$ cat src/rtl/if_stage_pkg.sv
// Shared types and constants for the RV32I instruction fetch stage.
package if_stage_pkg;

    localparam int unsigned XLEN = 32;

    localparam logic [XLEN-1:0] NOP = 32'h0000_0013;

    typedef enum logic [1:0] {
        StIdle,
        StReq,
        StWait,
        StKill
    } fetch_state_e;

    function automatic logic [XLEN-1:0] word_align(input logic [XLEN-1:0] addr);
        return addr & {{(XLEN - 2){1'b1}}, 2'b00};
    endfunction

endpackage

$ cat src/rtl/if_stage_if.sv
// Instruction memory req/gnt/rvalid handshake between fetch stage (master) and imem (slave).
interface if_stage_if;
    import if_stage_pkg::*;

    logic            req;
    logic [XLEN-1:0] addr;
    logic            gnt;
    logic            rvalid;
    logic [XLEN-1:0] rdata;

    modport master (output req, addr, input gnt, rvalid, rdata);
    modport slave  (input req, addr, output gnt, rvalid, rdata);

endinterface

$ cat src/rtl/if_stage.sv
// RV32I fetch stage: PC, one-deep prefetch buffer and imem request FSM.
// Define MISALIGN_TRAP_EN to redirect misaligned branch targets to TRAP_VEC.
module if_stage
    import if_stage_pkg::*;
#(
    parameter logic [XLEN-1:0] RESET_PC = 32'h0000_0000,
    parameter logic [XLEN-1:0] TRAP_VEC = 32'h0000_0100
) (
    input  logic            clk_i,
    input  logic            rst_ni,
    input  logic            bl_sel_i,
    input  logic [XLEN-1:0] alu_data_i,
    input  logic            instr_ready_i,
    if_stage_if.master      imem,
    output logic            instr_valid_o,
    output logic [XLEN-1:0] instr_o,
    output logic [XLEN-1:0] pc_o,
    output logic [XLEN-1:0] pc_four_o,
    output logic            misalign_o
);

    fetch_state_e    state_q, state_d;
    logic [XLEN-1:0] fetch_pc_q, fetch_pc_d;
    logic            instr_valid_q, instr_valid_d;
    logic [XLEN-1:0] instr_q, instr_d;
    logic [XLEN-1:0] pc_q, pc_d;
    logic            pf_valid_q, pf_valid_d;
    logic [XLEN-1:0] pf_instr_q, pf_instr_d;

    logic            retire;
    logic            redirect;
    logic            rsp;
    logic [XLEN-1:0] rsp_pc;
    logic [XLEN-1:0] target;
    logic [1:0]      occ_d;

    assign retire   = instr_valid_q & instr_ready_i;
    assign redirect = retire & bl_sel_i;
    assign rsp      = (state_q == StWait) & imem.rvalid;
    // fetch_pc has already moved past the word whose response is in flight
    assign rsp_pc   = fetch_pc_q - 32'd4;

`ifdef MISALIGN_TRAP_EN
    logic misalign_q, misalign_d;
    logic target_misaligned;

    assign target_misaligned = alu_data_i[1:0] != 2'b00;
    assign target            = target_misaligned ? TRAP_VEC : word_align(alu_data_i);
    assign misalign_d        = redirect & target_misaligned;
    assign misalign_o        = misalign_q;

    always_ff @(posedge clk_i or negedge rst_ni) begin
        if (!rst_ni) begin
            misalign_q <= 1'b0;
        end else begin
            misalign_q <= misalign_d;
        end
    end
`else
    logic unused_trap_vec;

    assign unused_trap_vec = ^TRAP_VEC;
    assign target          = word_align(alu_data_i);
    assign misalign_o      = 1'b0;
`endif

    always_comb begin
        state_d       = state_q;
        fetch_pc_d    = fetch_pc_q;
        instr_valid_d = instr_valid_q;
        instr_d       = instr_q;
        pc_d          = pc_q;
        pf_valid_d    = pf_valid_q;
        pf_instr_d    = pf_instr_q;

        if (redirect) begin
            // pc_d follows from rsp_pc once the target word returns
            instr_valid_d = 1'b0;
            pf_valid_d    = 1'b0;
            fetch_pc_d    = target;
        end else if (retire) begin
            if (pf_valid_q) begin
                instr_d    = pf_instr_q;
                pc_d       = pc_q + 32'd4;
                pf_valid_d = 1'b0;
            end else if (rsp) begin
                instr_d = imem.rdata;
                pc_d    = rsp_pc;
            end else begin
                instr_valid_d = 1'b0;
            end
        end else if (rsp) begin
            if (!instr_valid_q) begin
                instr_valid_d = 1'b1;
                instr_d       = imem.rdata;
                pc_d          = rsp_pc;
            end else begin
                pf_valid_d = 1'b1;
                pf_instr_d = imem.rdata;
            end
        end

        occ_d = {1'b0, instr_valid_d} + {1'b0, pf_valid_d};

        unique case (state_q)
            StIdle: begin
                if (occ_d != 2'd2) begin
                    state_d = StReq;
                end
            end
            StReq: begin
                // a grant coinciding with a redirect leaves a stale response to drop
                if (imem.gnt) begin
                    if (redirect) begin
                        state_d = StKill;
                    end else begin
                        state_d    = StWait;
                        fetch_pc_d = fetch_pc_q + 32'd4;
                    end
                end
            end
            StWait: begin
                if (imem.rvalid) begin
                    state_d = StIdle;
                end else if (redirect) begin
                    state_d = StKill;
                end
            end
            StKill: begin
                if (imem.rvalid) begin
                    state_d = StIdle;
                end
            end
            default: state_d = StIdle;
        endcase
    end

    always_ff @(posedge clk_i or negedge rst_ni) begin
        if (!rst_ni) begin
            state_q       <= StIdle;
            fetch_pc_q    <= RESET_PC;
            instr_valid_q <= 1'b0;
            instr_q       <= NOP;
            pc_q          <= RESET_PC;
            pf_valid_q    <= 1'b0;
            pf_instr_q    <= NOP;
        end else begin
            state_q       <= state_d;
            fetch_pc_q    <= fetch_pc_d;
            instr_valid_q <= instr_valid_d;
            instr_q       <= instr_d;
            pc_q          <= pc_d;
            pf_valid_q    <= pf_valid_d;
            pf_instr_q    <= pf_instr_d;
        end
    end

    assign imem.req      = (state_q == StReq);
    assign imem.addr     = fetch_pc_q;
    assign instr_valid_o = instr_valid_q;
    assign instr_o       = instr_q;
    assign pc_o          = pc_q;
    assign pc_four_o     = pc_q + 32'd4;

endmodule
$ cat src/flat_wrapper.sv
// flat-port wrapper written by rule: the top's interface ports become plain ports
module if_stage_flat import if_stage_pkg::*;
#(
    parameter logic [XLEN-1:0] RESET_PC = 32'h0000_0000,
    parameter logic [XLEN-1:0] TRAP_VEC = 32'h0000_0100
)
  (clk_i, rst_ni, bl_sel_i, alu_data_i, instr_ready_i, instr_valid_o, instr_o, pc_o, pc_four_o, misalign_o, imem_req, imem_addr, imem_gnt, imem_rvalid, imem_rdata);
  if_stage_if imem_i ();
  input  logic clk_i;
  input  logic rst_ni;
  input  logic bl_sel_i;
  input  logic [XLEN-1:0] alu_data_i;
  input  logic instr_ready_i;
  output logic instr_valid_o;
  output logic [XLEN-1:0] instr_o;
  output logic [XLEN-1:0] pc_o;
  output logic [XLEN-1:0] pc_four_o;
  output logic misalign_o;
  output wire logic [$bits(imem_i.req)-1:0] imem_req;
  output wire logic [$bits(imem_i.addr)-1:0] imem_addr;
  input wire logic [$bits(imem_i.gnt)-1:0] imem_gnt;
  input wire logic [$bits(imem_i.rvalid)-1:0] imem_rvalid;
  input wire logic [$bits(imem_i.rdata)-1:0] imem_rdata;
  assign imem_req = imem_i.req;
  assign imem_addr = imem_i.addr;
  assign imem_i.gnt = imem_gnt;
  assign imem_i.rvalid = imem_rvalid;
  assign imem_i.rdata = imem_rdata;
  if_stage #(.RESET_PC(RESET_PC), .TRAP_VEC(TRAP_VEC)) u_core (.clk_i(clk_i), .rst_ni(rst_ni), .bl_sel_i(bl_sel_i), .alu_data_i(alu_data_i), .instr_ready_i(instr_ready_i), .imem(imem_i), .instr_valid_o(instr_valid_o), .instr_o(instr_o), .pc_o(pc_o), .pc_four_o(pc_four_o), .misalign_o(misalign_o));
endmodule
$ cat config.mk
export PLATFORM = sky130hd
export DESIGN_NAME = if_stage_flat
export DESIGN_NICKNAME = d
export VERILOG_FILES = /design/src/rtl/if_stage_pkg.sv /design/src/rtl/if_stage_if.sv /design/src/rtl/if_stage.sv /design/src/flat_wrapper.sv
export SDC_FILE = /design/constraint.sdc
export NUM_CORES = 1
export LEC_CHECK = 0
export ABC_AREA = 1
export BUFFER_PORTS_ARGS = -buffer_cell sky130_fd_sc_hd__buf_2
export CAP_MARGIN = 20
export CORE_ASPECT_RATIO = 0.6
export CORE_MARGIN = 5
export CORE_UTILIZATION = 40
export CTS_BUF_LIST = sky130_fd_sc_hd__clkbuf_8
export DETAILED_ROUTE_END_ITERATION = 16
export GPL_TIMING_DRIVEN = 0
export PLACE_DENSITY = 0.62
export SYNTH_ARGS = -nofsm -noshare
export SYNTH_HDL_FRONTEND = slang
export SYNTH_SLANG_ARGS = --single-unit
$ cat constraint.sdc
create_clock -name clk_i -period 1.7 [get_ports clk_i]
set_input_delay 0.17 -clock clk_i [delete_from_list [all_inputs] [get_ports clk_i]]
set_output_delay 0.17 -clock clk_i [all_outputs]
set_load 0.05 [all_outputs]
==> reports/results.ini <==
[critical_path]
start_kind = register
critPathMaxFanout = 4
crit_buf_inv = 2
crit_family = simple AND/OR/NAND/NOR gates
worstPathRequired_ns = 1.53
path_cells = ha_4 > nand3_4 > inv_4 > nand3_4 > nor2_4 > nand3_2 > nand2_4 > buf_8
crit_arrival_ns = 1.92
crit_type = register to output port
r2r_cells = 9
critPathMostFrequentCell = nand3_4
cpPeakStageDelay_ns = 0.43
cpMaxStageDelayCell = dfrtp_2
crit_cells = 8
crit_path_end_kind = output port

[power]
peakVddDrop_mv = 1.61
power_density_mw_per_mm2 = 1980
p_clk_frac = 0.105
power.share.sequential = 0.253
totalPowerFinal_w = 0.0255
swShare = 0.557
p_int_w = 0.0113
p_sw_w = 0.0142
p_comb_frac = 0.642
leakagePower_nw = 6.07

[logic_synthesis]
synth_top_cell_by_area = dfrtp_1
avgSynthCellArea_um2 = 7.21
ys_seq_area_frac = 0.396
synth_cell_types = 45
synth_edf_count = 0
ys.flop_type = dfrtp_1
async_flop_share = 1.00
yosysMostFrequentCell = nand2_1
synthTopCellsByArea = dfrtp_1 (38%), nand2_1 (15%), nor2_1 (6.8%), nand3_1 (6.1%), mux2_2 (4.6%)
yosys-top-cells-count = nand2_1 (341), nor2_1 (151), dfrtp_1 (126), nand3_1 (102), inv_1 (88)
syn_area_mm2 = 0.00835
ys_seq_elements = 132
yosysTopAreaCellShare = 0.377
syn_inst = 1158
synth_nets = 1231
ys_warn_count = 0

[layout]
finish.net_count = 1622
multi_input_area_mm2 = 0.00521
regArea_mm2 = 0.00338
drive_above_1_share = 0.457
antenna_cells = 0
synthToLayoutAreaGrowth_pct = 54.2
design_area_mm2 = 0.0129
fillers = 1749

[clocking]
cts_buffers = 17
cts_tree = built
h-tree-depth = 4
cts.sinks = 132
clockRootBuffer = clkbuf_8
clk_path_buf_depth = 2
clock_latency_ns = 0.47
clk_pin_slew_worst_paths_ns = 0.09

[detailed_routing]
ant_nets = 0
dr_total_vias = 9652
drc_errors = 0
wl_per_cell_um = 18.5
drt_iter0_drc = 1053
avgViaCountPerCell = 5.26
routed_wl_um = 33900
first_pass_iters = 5

[sta]
setup_violations = 32
whs_ns = 0.0385
layout_setup_ws_ns = -0.388
rsz0062_at_grt = yes
period_needed_ns = 2.09
max_slew_margin = 0.633
worst_pin_slew_ns = 0.550
drv_slew = 0
hold_violations = 0
finalCritPeriodShare = 1.23
skew_ns = 0.00950
max_freq_mhz = 479

[die]
coreArea_mm2 = 0.0203
initial_core_util = 0.412
io_pins = 201
die_y_um = 122
rows = 40
dieArea_mm2 = 0.0240
dieWidth_um = 197

[placement]
place_congestion = 0.948
placed_cell_area_mm2 = 0.00990
dp_hpwl_um = 24000
place_ws_ns = -0.268
io_buffers = 197

[min_path]
hold_depth = 5
hold_class = input port to register

[global_routing]
grt_pass1_vias = 8878
overflow = 0
grt_antenna_before_repair = 0
grt_pass1_wl_um = 50600
grtUsageTotal = 0.270
grt_start_max_net_pins = 85

[run]
drv_cap = 0

[outcome]
failed_checks = negative setup slack
status = finished, violations left

==> flip-flops by register name (all words and copies together), names as in the netlist <==
register              cells
u_core.imem.addr         32
u_core.instr_o           32
u_core.instr_valid_o      1
u_core.pf_instr_q        32
u_core.pf_valid_q         1
u_core.state_q            2
u_core.pc_o              32
==> worst register-to-register path, delay by kind of cell, from the launching register on <==
family	cells	cell delay [ns]
AO/OA/AOI/OAI	1	0.12
XOR/XNOR	1	0.23
adder cells (fa/ha/maj)	1	0.16
buffers and inverters	3	0.31
flip-flops	1	0.44
AND/OR/NAND/NOR	3	0.41
==> metal layers <==
layer | routed length [um] | vias to the layer above | track usage
li1 | - | 4556 | -
met1 | 16200 | 4595 | 0.425
met2 | 13800 | 454 | 0.367
met3 | 3380 | 47 | 0.0735
met4 | 508 | 0 | 0.0541
met5 | 0 | - | 0
==> layout make-up <==
| cell class | count | share of cell area |
|---|---|---|
| buffer | 42 | 0.0226 |
| clock buffer | 19 | 0.0203 |
| clock inverter | 13 | 0.00962 |
| inverter | 102 | 0.0319 |
| multi-input combinational | 873 | 0.405 |
| sequential | 132 | 0.262 |
| tap | 273 | 0.0265 |
| timing repair buffer | 381 | 0.222 |
==> timing repair <==
item | in CTS | in global routing
resized for setup | 195 | 163
setup endpoints to repair | 81 | 131
cloned | 0 | 0
buffers inserted | 78 | 65
pin swaps | 61 | 63
hold buffers | 57 | 0
hold endpoints to repair | 136 | 0
==> stage by stage <==
stage,utilization,setup TNS (ns),std cells
2_1_floorplan,-,-0.302,1158
3_3_place_gp,0.487,-212.02,1628
3_5_place_dp,0.488,-3.67,1629
4_1_cts,0.593,-8.60,1786
5_1_grt,0.635,-12.29,1835
6_report,0.635,-8.88,1835
==> placed cells by master (no fill, tap or decap), types with 5 or more instances in the layout <==
cell type	Yosys	layout
o21ai_2	1	5
inv_1	88	76
nor2_4	10	32
xor2_2	1	5
dfstp_2	6	6
nand2_4	2	12
buf_2	26	177
inv_2	12	17
nand2_1	341	285
buf_8	0	20
o21ai_0	30	22
a31oi_1	35	34
clkbuf_2	0	7
nor2_2	14	41
buf_4	10	114
o21ai_1	21	24
buf_6	2	33
nand3_2	7	23
clkbuf_4	0	11
xor2_1	16	9
nand3_4	1	8
clkbuf_8	0	19
dlygate4sd3_1	0	57
inv_4	1	8
a21oi_1	30	26
nand3_1	102	79
dfrtp_2	0	49
nand4_1	15	15
o211ai_1	10	10
dfrtp_1	126	76
nand2_2	10	54
nand3b_1	13	13
nor2_1	151	102
nor3_1	8	7
mux2_2	34	34
==> kinds of logic after synthesis <==
kind of cell,Yosys count,synth area share
buf+inv,153,0.0798
fa+ha+maj,3,0.00449
flops,132,0.396
compound gates,133,0.0900
xor+xnor,18,0.0198
mux,34,0.0458
simple gates,684,0.363
other cells,1,0.000449
==> worst paths after layout <==
path / startpoint / end / slack, ns
setup reg to reg: u_core.imem.addr[2]$_DFF_PN0_ / u_core.pc_o[14]$_DFFE_PN0P_ / -0.05
setup / recovery: u_core.pc_o[3]$_DFFE_PN0P_ / pc_four_o[24] / -0.39
max in group asynchronous: rst_ni / u_core.pf_instr_q[4]$_DFFE_PN1P_ / 0.65
min in group asynchronous: rst_ni / u_core.pc_o[28]$_DFFE_PN0P_ / 0.22
hold reg to reg: u_core.pf_instr_q[0]$_DFFE_PN1P_ / u_core.instr_o[0]$_DFFE_PN1P_ / 0.49
hold / removal: alu_data_i[30] / u_core.imem.addr[30]$_DFF_PN0_ / 0.04
==> power groups by stage <==
| stage | logic (W) | registers, W | clock network [W] |
|---|---|---|---|
| 2_1_floorplan | 0.00596 | 0.00953 | 0 |
| 3_3_place_gp | 0.0129 | 0.00621 | 0 |
| 3_5_place_dp | 0.0130 | 0.00624 | 0 |
| 4_1_cts | 0.0148 | 0.00623 | 0.00271 |
| 5_1_grt | 0.0173 | 0.00661 | 0.00288 |
| 6_report | 0.0164 | 0.00646 | 0.00268 |
No activity file was read; power rests on OpenSTA's default activity.
